`config.mk`:
```
export PLATFORM = sky130hd
export DESIGN_NAME = lix_pipe_arb
export DESIGN_NICKNAME = d
export VERILOG_FILES = /design/src/rtl/lix_pipe_arb.sv
export SDC_FILE = /design/constraint.sdc
export NUM_CORES = 1
export LEC_CHECK = 0
export BUFFER_PORTS_ARGS = -buffer_cell sky130_fd_sc_hd__buf_2
export CAP_MARGIN = 25
export CORE_AREA = 4 4 92 94
export DETAILED_ROUTE_END_ITERATION = 10
export DIE_AREA = 0 0 96 98
export SYNTH_ARGS = -nofsm -noshare
export SYNTH_HDL_FRONTEND = slang
export SYNTH_SLANG_ARGS = --single-unit
```
`constraint.sdc`:
```
create_clock -name clk_i -period 2.8 [get_ports clk_i]
set_input_delay 0.7 -clock clk_i [delete_from_list [all_inputs] [get_ports clk_i]]
set_output_delay 0.7 -clock clk_i [all_outputs]
set_load 0.005 [all_outputs]
```
`src/rtl/lix_pipe_arb.sv`:
```
// Round-robin scheduler that shares one enable-gated N-stage pipeline among R
// requesters, carrying each winner's ID alongside the data through a tag pipe.

module lix_pipe_arb_tag_stage #(
    parameter int IDW = 2
) (
    input  logic           clk_i,
    input  logic           rst_ni,
    input  logic           en,
    input  logic           d_vld,
    input  logic [IDW-1:0] d_id,
    output logic           q_vld,
    output logic [IDW-1:0] q_id
);
    always_ff @(posedge clk_i or negedge rst_ni) begin
        if (!rst_ni) begin
            q_vld <= 1'b0;
            q_id  <= '0;
        end else if (en) begin
            q_vld <= d_vld;
            q_id  <= d_id;
        end
    end
endmodule

module lix_pipe_arb #(
    parameter int W   = 32,
    parameter int N   = 2,
    parameter int R   = 4,
    parameter int IDW = $clog2(R)
) (
    input  logic           clk_i,
    input  logic           rst_ni,
    input  logic [R-1:0]   i_req,
    input  logic [R*W-1:0] i_dat,
    output logic [R-1:0]   o_gnt,
    output logic           o_pvld,
    output logic [W-1:0]   o_px,
    output logic           o_en,
    input  logic           i_zvld,
    input  logic [W-1:0]   i_z,
    output logic           o_vld,
    output logic [W-1:0]   o_dat,
    output logic [IDW-1:0] o_id,
    input  logic           i_rdy,
    output logic           o_idle,
    output logic           o_err
);
    logic [R-1:0][W-1:0]   dat_a;
    logic [IDW-1:0]        ptr;
    logic [IDW-1:0]        win;
    logic [IDW:0]          idx;
    logic                  found;
    logic                  any;
    logic                  go;
    logic [N:0]            vld_pipe;
    logic [N:0][IDW-1:0]   id_pipe;
    logic                  err;

    assign dat_a = i_dat;
    assign any   = |i_req;

    // Reset forces the enable high and the grant low so nothing launches
    // while the shared external pipeline is also being cleared.
    assign o_en = ~rst_ni | ~i_zvld | i_rdy;
    assign go   = any & o_en & rst_ni;

    always_comb begin
        win   = '0;
        found = 1'b0;
        idx   = '0;
        for (int i = 0; i < R; i++) begin
            idx = {1'b0, ptr} + (IDW+1)'(i);
            if (idx >= (IDW+1)'(R))
                idx = idx - (IDW+1)'(R);
            if (!found && i_req[idx[IDW-1:0]]) begin
                found = 1'b1;
                win   = idx[IDW-1:0];
            end
        end
    end

    assign o_gnt  = go ? (R'(1) << win) : '0;
    assign o_pvld = go;
    assign o_px   = any ? dat_a[win] : '0;

    // Pointer wraps explicitly at R-1 so non-power-of-2 R never indexes past R-1.
    always_ff @(posedge clk_i or negedge rst_ni) begin
        if (!rst_ni)
            ptr <= '0;
        else if (go)
            ptr <= (win == IDW'(R-1)) ? '0 : win + IDW'(1);
    end

    assign vld_pipe[0] = go;
    assign id_pipe[0]  = win;

    for (genvar k = 1; k <= N; k++) begin : g_tag
        lix_pipe_arb_tag_stage #(.IDW(IDW)) u_stage (
            .clk_i (clk_i),
            .rst_ni(rst_ni),
            .en    (o_en),
            .d_vld (vld_pipe[k-1]),
            .d_id  (id_pipe[k-1]),
            .q_vld (vld_pipe[k]),
            .q_id  (id_pipe[k])
        );
    end

    assign o_vld  = i_zvld;
    assign o_dat  = i_z;
    assign o_id   = id_pipe[N];
    assign o_idle = ~|vld_pipe[N:1];

    // Sticky: the returned valid must always track the stage-N tag.
    always_ff @(posedge clk_i or negedge rst_ni) begin
        if (!rst_ni)
            err <= 1'b0;
        else if (i_zvld != vld_pipe[N])
            err <= 1'b1;
    end

    assign o_err = err;
endmodule

```
Word-level counts from Yosys, hierarchy flattened
Cells that the tools add are included.

storage, ports and cells
  output and inout bits = 75
  logic and storage cells = 65
  input bits = 168
  register bits after elaboration = 9

cells by class
  mux-type cells = 24
  eq/ne operators = 2
  reduce and logical (&&, ||, !) cells = 9
  bitwise logic cells = 6
  order comparisons = 9
  add/sub/neg operators = 8
  shifts and indexed selects = 1

operators with widths
  cell                                                                                  count
  32-bit binary-select mux with 2-bit select                                            1
  32-bit two-way mux                                                                    2
  2-bit two-way mux                                                                     9
  2-bit by 3-bit less-than comparator with 1-bit output (second input constant)         5
  3-bit greater-or-equal comparator (second input constant)                             3
  1-bit binary-select mux with 2-bit select                                             4
  2-bit by 1-bit subtractor with 2-bit output (second input constant)                   4
  1-bit two-way mux                                                                     7
  2-bit by 2-bit adder with 3-bit output (second input constant)                        2
  1-bit zero test                                                                       4
  4-bit two-way mux                                                                     1
  4-bit OR reduction                                                                    1
  1-bit by 2-bit left shift with 4-bit output (first input constant)                    1
  2-bit by 1-bit adder with 3-bit output (second input constant)                        1
  2-bit by 3-bit greater-or-equal comparator with 1-bit output (second input constant)  1
  1-bit logical AND                                                                     3
  2-bit by 1-bit adder with 2-bit output (second input constant)                        1
  1-bit AND                                                                             2
  2-bit equality test (second input constant)                                           1
  1-bit inverter                                                                        2
  1-bit OR                                                                              2
  2-bit OR reduction                                                                    1
  1-bit != test                                                                         1

Longest topological paths before layout
Gate-level depths: netlist (run 1).

  depth after elaboration = 17
  depth in mapped cells = 9
  gate-level depth less buffers = 6

Hierarchy
A second synthesis (run 1) with hierarchy kept.

second synthesis, totals
  cells, all modules = 198
  area, all modules = 1808.0 µm²

by module, submodules not included
  module                  cells each  sequential area each (µm²)  area each (µm²)  times used
  lix_pipe_arb            186         75.1                        1590.3           1
  lix_pipe_arb_tag_stage  6           75.1                        108.9            2

Least setup slack after synthesis (run 1)
Ideal clock, no wire load.

  path kind = in2out
  start point = input i_req[2]
  end point = output o_gnt[0]
  required time = 2.100 ns
  buffers on the path = 2
  path slack = 0.303 ns
  cell stages on the path = 7
  arrival time = 1.797 ns
  path through = mux2i_1 > nor2_1 > or3_1 > buf_6 > buf_6 > ha_1 > and2_1

on the way
  longest elaborated chain between the ends = 14
  elaborated cells on any way between the ends = 26
  classes of those cells = shift: 1; mux: 16; bitwise: 2; reduce/logical: 7

ends and longest elaborated chain
  what                                         line  text
  start: declaration                           34    input logic [R-1:0] i_req,
  1-bit binary-select mux with 2-bit select    76    if (!found && i_req[idx[IDW-1:0]]) begin
  1-bit two-way mux (implied by the code)      76
  1-bit two-way mux                            76
  1-bit zero test                              76
  1-bit logical AND                            76
  1-bit two-way mux                            76
  1-bit zero test                              76
  1-bit logical AND                            76
  1-bit two-way mux                            76
  1-bit zero test                              76
  1-bit logical AND                            76
  2-bit two-way mux                            76
  1-bit by 2-bit left shift with 4-bit output  83    assign o_gnt = go ? (R'(1) << win) : '0;
  4-bit two-way mux (*)                        83
  end: declaration                             36    output logic [R-1:0] o_gnt,

Mark *: on every way between the ends. The rest lies on a longest branch, timed or not. The select of a mux whose other input is x is not followed.

Final worst setup path (run 1)
  start point = input i_req[2]
  end point = output o_px[5]

on the way
  longest elaborated chain between the ends = 15
  elaborated cells on any way between the ends = 25
  classes of those cells = mux: 18; reduce/logical: 7

ends and longest elaborated chain
  what                                        line  text
  1-bit binary-select mux with 2-bit select   76
  1-bit two-way mux (implied by the code)     76
  1-bit two-way mux                           76
  1-bit zero test                             76
  1-bit logical AND                           76
  1-bit two-way mux                           76
  1-bit zero test                             76
  1-bit logical AND                           76
  1-bit two-way mux                           76
  1-bit zero test                             76
  1-bit logical AND                           76
  2-bit two-way mux                           76
  32-bit binary-select mux with 2-bit select  85    assign o_px = any ? dat_a[win] : '0;
  32-bit two-way mux (implied by the code)    85
  32-bit two-way mux (*)                      85
  end: declaration                            38    output logic [W-1:0] o_px,

Marked as above.

==> impl_metrics.tcl, run 1 <==
set metrics [dict create \
    status "complete, no violations" \
    path_clk_slew_ns 0.04 \
    die_h_um 98 \
    power_leakage_nw 1.50 \
    worstRegToRegCells 7 \
    pwr-share-seq 0.115 \
    antenna_found_initial 0 \
    rsz0062_at_grt "true" \
    die_w_um 96 \
    synth_area_per_cell_um2 9.02 \
    dp_hpwl_mm 5.50 \
    clock.fmax_ghz 0.365 \
    slew_headroom 0.622 \
    drt_iter0_drc 27 \
    rows 32 \
    path_max_fanout 15 \
    setup.worst_path.end "o_px[5]" \
    diodes 0 \
    finalInstanceArea_um2 2780 \
    worstSetupPathType "primary input to output pin" \
    filler_cell_count 816 \
    first_pass_iters 4 \
    cts.sinks 9 \
    grt.total_usage 0.120 \
    h-tree-depth 1 \
    start_util 0.233 \
    ys_warn_count 0 \
    hold_viol 0 \
    cts_buffers 3 \
    coreArea_um2 7650 \
    grt.overflow.total 0 \
    area_delta_synth_final_pct 55.9 \
    power.share.clock 0.082 \
    cts_tree "built" \
    dp_cells 441 \
    nNetsFinal 520 \
    cts_resized 0 \
    reg2reg_from "ptr[1]" \
    syn_area_um2 1790 \
    p_int_mw 1.03 \
    drt-vias-per-instance 4.57 \
    synth_top_area_share 0.364 \
    synth_seq_cells 9 \
    instances_no_fill 449 \
    grt_pass1_wl_mm 9.29 \
    synth_largest_area_cell "mux2i_1" \
    ctsHoldBuffers 0 \
    rrSetupSlack_ns 0.81 \
    wl_per_cell_um 15.5 \
    end_kind "output pin" \
    arrival_ns 2.04 \
    maxSlewViolCount 0 \
    seq_area_frac_synth 0.126 \
    p_sw_mw 0.742 \
    grt_max_degree 33 \
    syn_nets 370 \
    finalCritPeriodShare 0.979 \
    drc 0 \
    clk_latency_ns 0.23 \
    vdd_drop_max_mv 0.390 \
    fin_crit_ns 2.74 \
    crit_required_ns 2.10 \
    drv_cap 0 \
    placed_area_um2 2550 \
    grt_pass1_vias 2003 \
    ctsLongestPathBuffers 2 \
    num_vias 2051 \
    io_pins 243 \
    combinationalPowerShare 0.804 \
    critPathLaunchType "primary input" \
    antenna_left 0 \
    root_buffer "clkbuf_8" \
    die_area_um2 9410 \
    synth_area_leaders "mux2i_1 (36%), buf_4 (15%), dfrtp_1 (13%)" \
    p_sw_frac 0.418 \
    final.setup_skew_ns 0.00199 \
    multi_input_area_um2 1230 \
    drive_above_1_share 0.628 \
    hold_class "primary input to asynchronous set/reset pin" \
    synth_cells 198 \
    port_buffers 178 \
    ys_types 27 \
    setup_viol 0 \
    regArea_um2 226 \
    worst_pin_slew_ns 0.565 \
    drt-total-wl_mm 6.96 \
    gp_congestion 0.861 \
    critPathLaunch "i_req[2]" \
    r2r-end "ptr[1]" \
    cts_setup_buffers 0 \
    powerDensity_nw_per_um2 638 \
]
[cell usage in the layout (no fill, tap or decap), types with 2 or more instances in the layout]
master	count
dfrtp_1	8
clkbuf_8	3
mux2i_4	2
ha_1	3
nor2_1	6
mux2_2	6
and2_1	4
mux2i_1	58
buf_2	176
nand2b_1	2
nand2_1	2
buf_6	3
buf_4	5
mux2i_2	5
buf_12	5
inv_1	5
clkbuf_16	3
o21ai_0	3
o22ai_1	33
[per-stage QoR]
step / hold slack [ns] / util / setup WS (ns) / TNS (ns) / power (mW)
5_1_grt: 0.401 / 0.364 / -0.0447 / -0.0963 / 1.90
3_3_place_gp: 0.449 / 0.334 / 0.0344 / 0 / 1.46
6_report: 0.388 / 0.364 / 0.0600 / 0 / 1.78
2_1_floorplan: 0.404 / - / 0.303 / 0 / 1.06
3_5_place_dp: 0.451 / 0.334 / 0.00917 / 0 / 1.47
4_1_cts: 0.390 / 0.340 / 0.00103 / 0 / 1.62
[critical path, cell delays in order]
cell and delay (ns):
buf_2 0.11, mux2i_1 0.14, nor2_1 0.08, or3_4 0.37
buf_6 0.15, buf_12 0.14, o22ai_1 0.19, buf_2 0.15
[worst min path at each step]
stage,from,end,slack [ns]
2_1_floorplan,rst_ni,g_tag[1].u_stage.q_id[0],0.40
3_3_place_gp,o_err,o_err,0.45
3_5_place_dp,o_err,o_err,0.45
4_1_cts,rst_ni,o_err,0.39
5_1_grt,rst_ni,o_err,0.40
6_report,rst_ni,g_tag[2].u_stage.q_id[1],0.39
[kinds of logic (layout without fill, tap and decap cells)]
logic type | count (synthesis) | count (layout) | synth area share
simple gates | 17 | 17 | 0.0491
fa+ha+maj | 4 | 4 | 0.0280
compound gates | 42 | 43 | 0.155
flops | 9 | 9 | 0.126
xor+xnor | 1 | 1 | 0.00491
mux | 71 | 71 | 0.402
buf+inv | 54 | 202 | 0.235
[state kept, by name, indices dropped and copies added, names as in the netlist]
register and cells:
g_tag.u_stage.q_id 4, g_tag.u_stage.q_vld 2, ptr 2, o_err 1
[cell type report]
cell class                      instances  share of cell area
Clock buffer                            4              0.0162
Sequential cell                         9              0.0813
Tap cell                              102              0.0458
Inverter                                6             0.00809
Timing Repair Buffer                  192               0.405
Multi-Input combinational cell        136               0.444
[routing by layer]
| layer | vias to the layer above | GRT usage | share of wire |
|---|---|---|---|
| li1 | 1004 | - | - |
| met1 | 930 | 0.132 | 0.37 |
| met2 | 105 | 0.230 | 0.51 |
| met3 | 12 | 0.0223 | 0.11 |
| met4 | 0 | 0.0241 | 0.013 |
| met5 | - | 0 | 0 |
[power groups by stage]
stage               Sequential, mW  Combinational [mW]  Clock (mW)
CTS                          0.197                1.28       0.151
detailed placement           0.198                1.27           0
global placement             0.198                1.26           0
global route                 0.209                1.54       0.157
finish                       0.204                1.43       0.145
floorplan                    0.192               0.866           0
[Yosys cell counts (all sizes together)]
cell type,instances
o2bb2a,1
o21ai,4
dfrtp,9
xnor2,1
and2,4
nor4,1
o22ai,33
nand2b,2
clkbuf,1
or3,1
nand2,2
mux2i,65
a211oi,1
nor2,6
mux2,6
a21oi,3
buf,47
ha,4
nand3b,1
inv,6
Note: power is estimated with default switching activity, not from simulation.
==> run 2, diff against run 1 <==
- ABC_AREA: default -> 1
- CORE_AREA: 4 4 92 94 -> 4 4 91 93
- DIE_AREA: 0 0 96 98 -> 0 0 95 97
- PLACE_DENSITY: default -> 0.77
==> impl_metrics.tcl, run 2 <==
set metrics [dict create \
    status "finished, violations left" \
    failed_checks "setup timing" \
    rsz0062_at_grt "true" \
    drt-total-wl_mm 11.2 \
    drive_above_1_share 0.499 \
    crit_buf_inv 5 \
    fin_crit_ns 3.10 \
    clk_latency_ns 0.24 \
    drc 0 \
    crit_required_ns 2.10 \
    finalInstanceArea_um2 4450 \
    slew_headroom 0.703 \
    hold_class "primary input to asynchronous set/reset pin" \
    gp_congestion 0.854 \
    io_pins 243 \
    port_buffers 178 \
    clock.fmax_ghz 0.322 \
    rrSetupSlack_ns 0.61 \
    reg2reg_from "ptr[0]" \
    coreArea_um2 7530 \
    crit_path_max_incr_delay_ns 0.47 \
    arrival_ns 2.40 \
    critPathLaunchType "flip-flop" \
    synth.cells.most_frequent "inv_1 (111), nand2_1 (103), nand3_1 (101)" \
    multi_input_area_um2 1900 \
    ctsLongestPathBuffers 2 \
    end_kind "output pin" \
    largest-register "g_tag.u_stage.q_id" \
    worstSetupPathType "flip-flop to output pin" \
    cts_buffers 3 \
    regArea_um2 226 \
    placed_area_um2 3370 \
    instances_no_fill 765 \
    root_buffer "clkbuf_8" \
    largest_register_ffs 4 \
    synth_top_area_share 0.192 \
    critical_path.top_delay_family "simple AND/OR/NAND/NOR gates" \
    synth_cells 488 \
    nNetsFinal 836 \
    async_reset_ff_frac 1.00 \
    r2r-end "ptr[1]" \
    finalCritPeriodShare 1.11 \
    antenna_found_initial 0 \
    h-tree-depth 1 \
    layout_commonest_cell "buf_2" \
    syn_nets 660 \
    grt.total_usage 0.214 \
    seq_area_frac_synth 0.0856 \
    grt.overflow.total 0 \
    worstRegToRegCells 15 \
    ys_warn_count 0 \
    cts_tree "built" \
    hold_viol 0 \
    synth.most_common_cell "inv_1" \
    maxSlewViolCount 0 \
    dp_hpwl_mm 6.99 \
    setup_viol 36 \
    path_clk_slew_ns 0.05 \
    synth_area_leaders "nand3_1 (19%), inv_1 (16%), nand2_1 (15%)" \
    ys.flop_type "dfrtp_1" \
    ys_types 22 \
    cts.sinks 9 \
    synth_area_per_cell_um2 5.39 \
    rows 32 \
    drv_cap 0 \
    finalPower_mw 8.21 \
    antenna_left 0 \
    final.setup.worst_slack_ns -0.302 \
    fin_hold_ws_ns 0.379 \
    worst_pin_slew_ns 0.442 \
    wl_per_cell_um 14.7 \
    drt_iter0_drc 169 \
    dp_cells 723 \
    crit_slowest_cell "dfrtp_2" \
    vdd_drop_max_mv 0.905 \
    synth-edff-count 0 \
    final.setup_skew_ns 0.00312 \
    mostFrequentLayoutCells "buf_2 (175), inv_1 (109), nand3_1 (75), nand2_1 (70), nand3b_1 (32)" \
    powerDensity_nw_per_um2 1840 \
    first_pass_iters 5 \
    grt_pass1_vias 3563 \
    synth_largest_area_cell "nand3_1" \
    path_cells "clkinv_4 > nand2_4 > nand2_2 > nand2_2 > nand2_4 > nor2_4 > buf_6 > nand4_4 > nand2_8 > buf_12 > clkbuf_16 > nand2_1 > nand3_1 > a21oi_1 > buf_2" \
    filler_cell_count 699 \
    start_util 0.350 \
    pre_cts_ws_ns -0.212 \
    die_w_um 95 \
    die_area_um2 9220 \
    drt-vias-per-instance 4.94 \
    grt_max_degree 33 \
    die_h_um 97 \
    top_regs "g_tag.u_stage.q_id x4, g_tag.u_stage.q_vld x2, ptr x2" \
    syn_area_um2 2630 \
    grt_pass1_wl_mm 16.3 \
    diodes 0 \
    synth_seq_cells 9 \
    power_leakage_nw 2.62 \
    path_max_fanout 7 \
    num_vias 3777 \
    area_delta_synth_final_pct 69.2 \
]
run 2: metrics by stage:
step           setup TNS (ns)  utilization
5_1_grt                -12.03        0.592
2_1_floorplan               0            -
3_5_place_dp            -5.37        0.448
4_1_cts                 -4.72        0.538
6_report                -8.38        0.592
3_3_place_gp            -3.45        0.448
run 2: cells by family (layout without fill, tap and decap cells):
logic type | count (synthesis) | count (layout) | share of synthesized area
and+or+nand+nor | 255 | 255 | 0.472
buffers and inverters | 179 | 354 | 0.345
AOI/OAI and AO/OA | 41 | 41 | 0.0780
adders and majority gates | 4 | 4 | 0.0190
DFF | 9 | 9 | 0.0856
run 2: final cells by class:
cell class / instances / area share
Multi-Input combinational cell: 300 / 0.427
Clock buffer: 3 / 0.00927
Sequential cell: 9 / 0.0509
Timing Repair Buffer: 235 / 0.383
Clock inverter: 1 / 0.00112
Tap cell: 102 / 0.0287
Inverter: 115 / 0.0997
run 2: worst max path at each step:
stage,depth (start not counted),slack (ns),from,end
after floorplan,13,0.20,i_req[3],o_gnt[3]
after global placement,14,-0.18,i_req[3],o_px[16]
after detailed placement,14,-0.21,i_req[3],o_px[16]
after CTS,15,-0.15,ptr[0],o_px[0]
after global routing,15,-0.41,i_req[1],o_px[13]
final,15,-0.30,ptr[0],o_px[13]
run 2: layer usage:
metal,vias to the layer above,GRT usage,routed length (um)
met2,185,0.408,5930
met3,18,0.0280,968
met1,1745,0.247,4240
met4,0,0.0433,118
met5,-,0,0
li1,1829,-,-
run 2: what timing repair did:
item / CTS / global route
buffers inserted: 22 / 5
setup endpoints to repair: 36 / 36
pin swaps: 34 / 19
cloned: 7 / 5
resized for setup: 66 / 68
hold buffers: 0 / 0
run 2: report_power, final:
group          switching [mW]  total, mW  internal [mW]
Sequential             0.0544      0.233          0.179
Combinational            3.87       7.83           3.95
Clock                  0.0539      0.151         0.0972
Total                    3.98       8.21           4.23
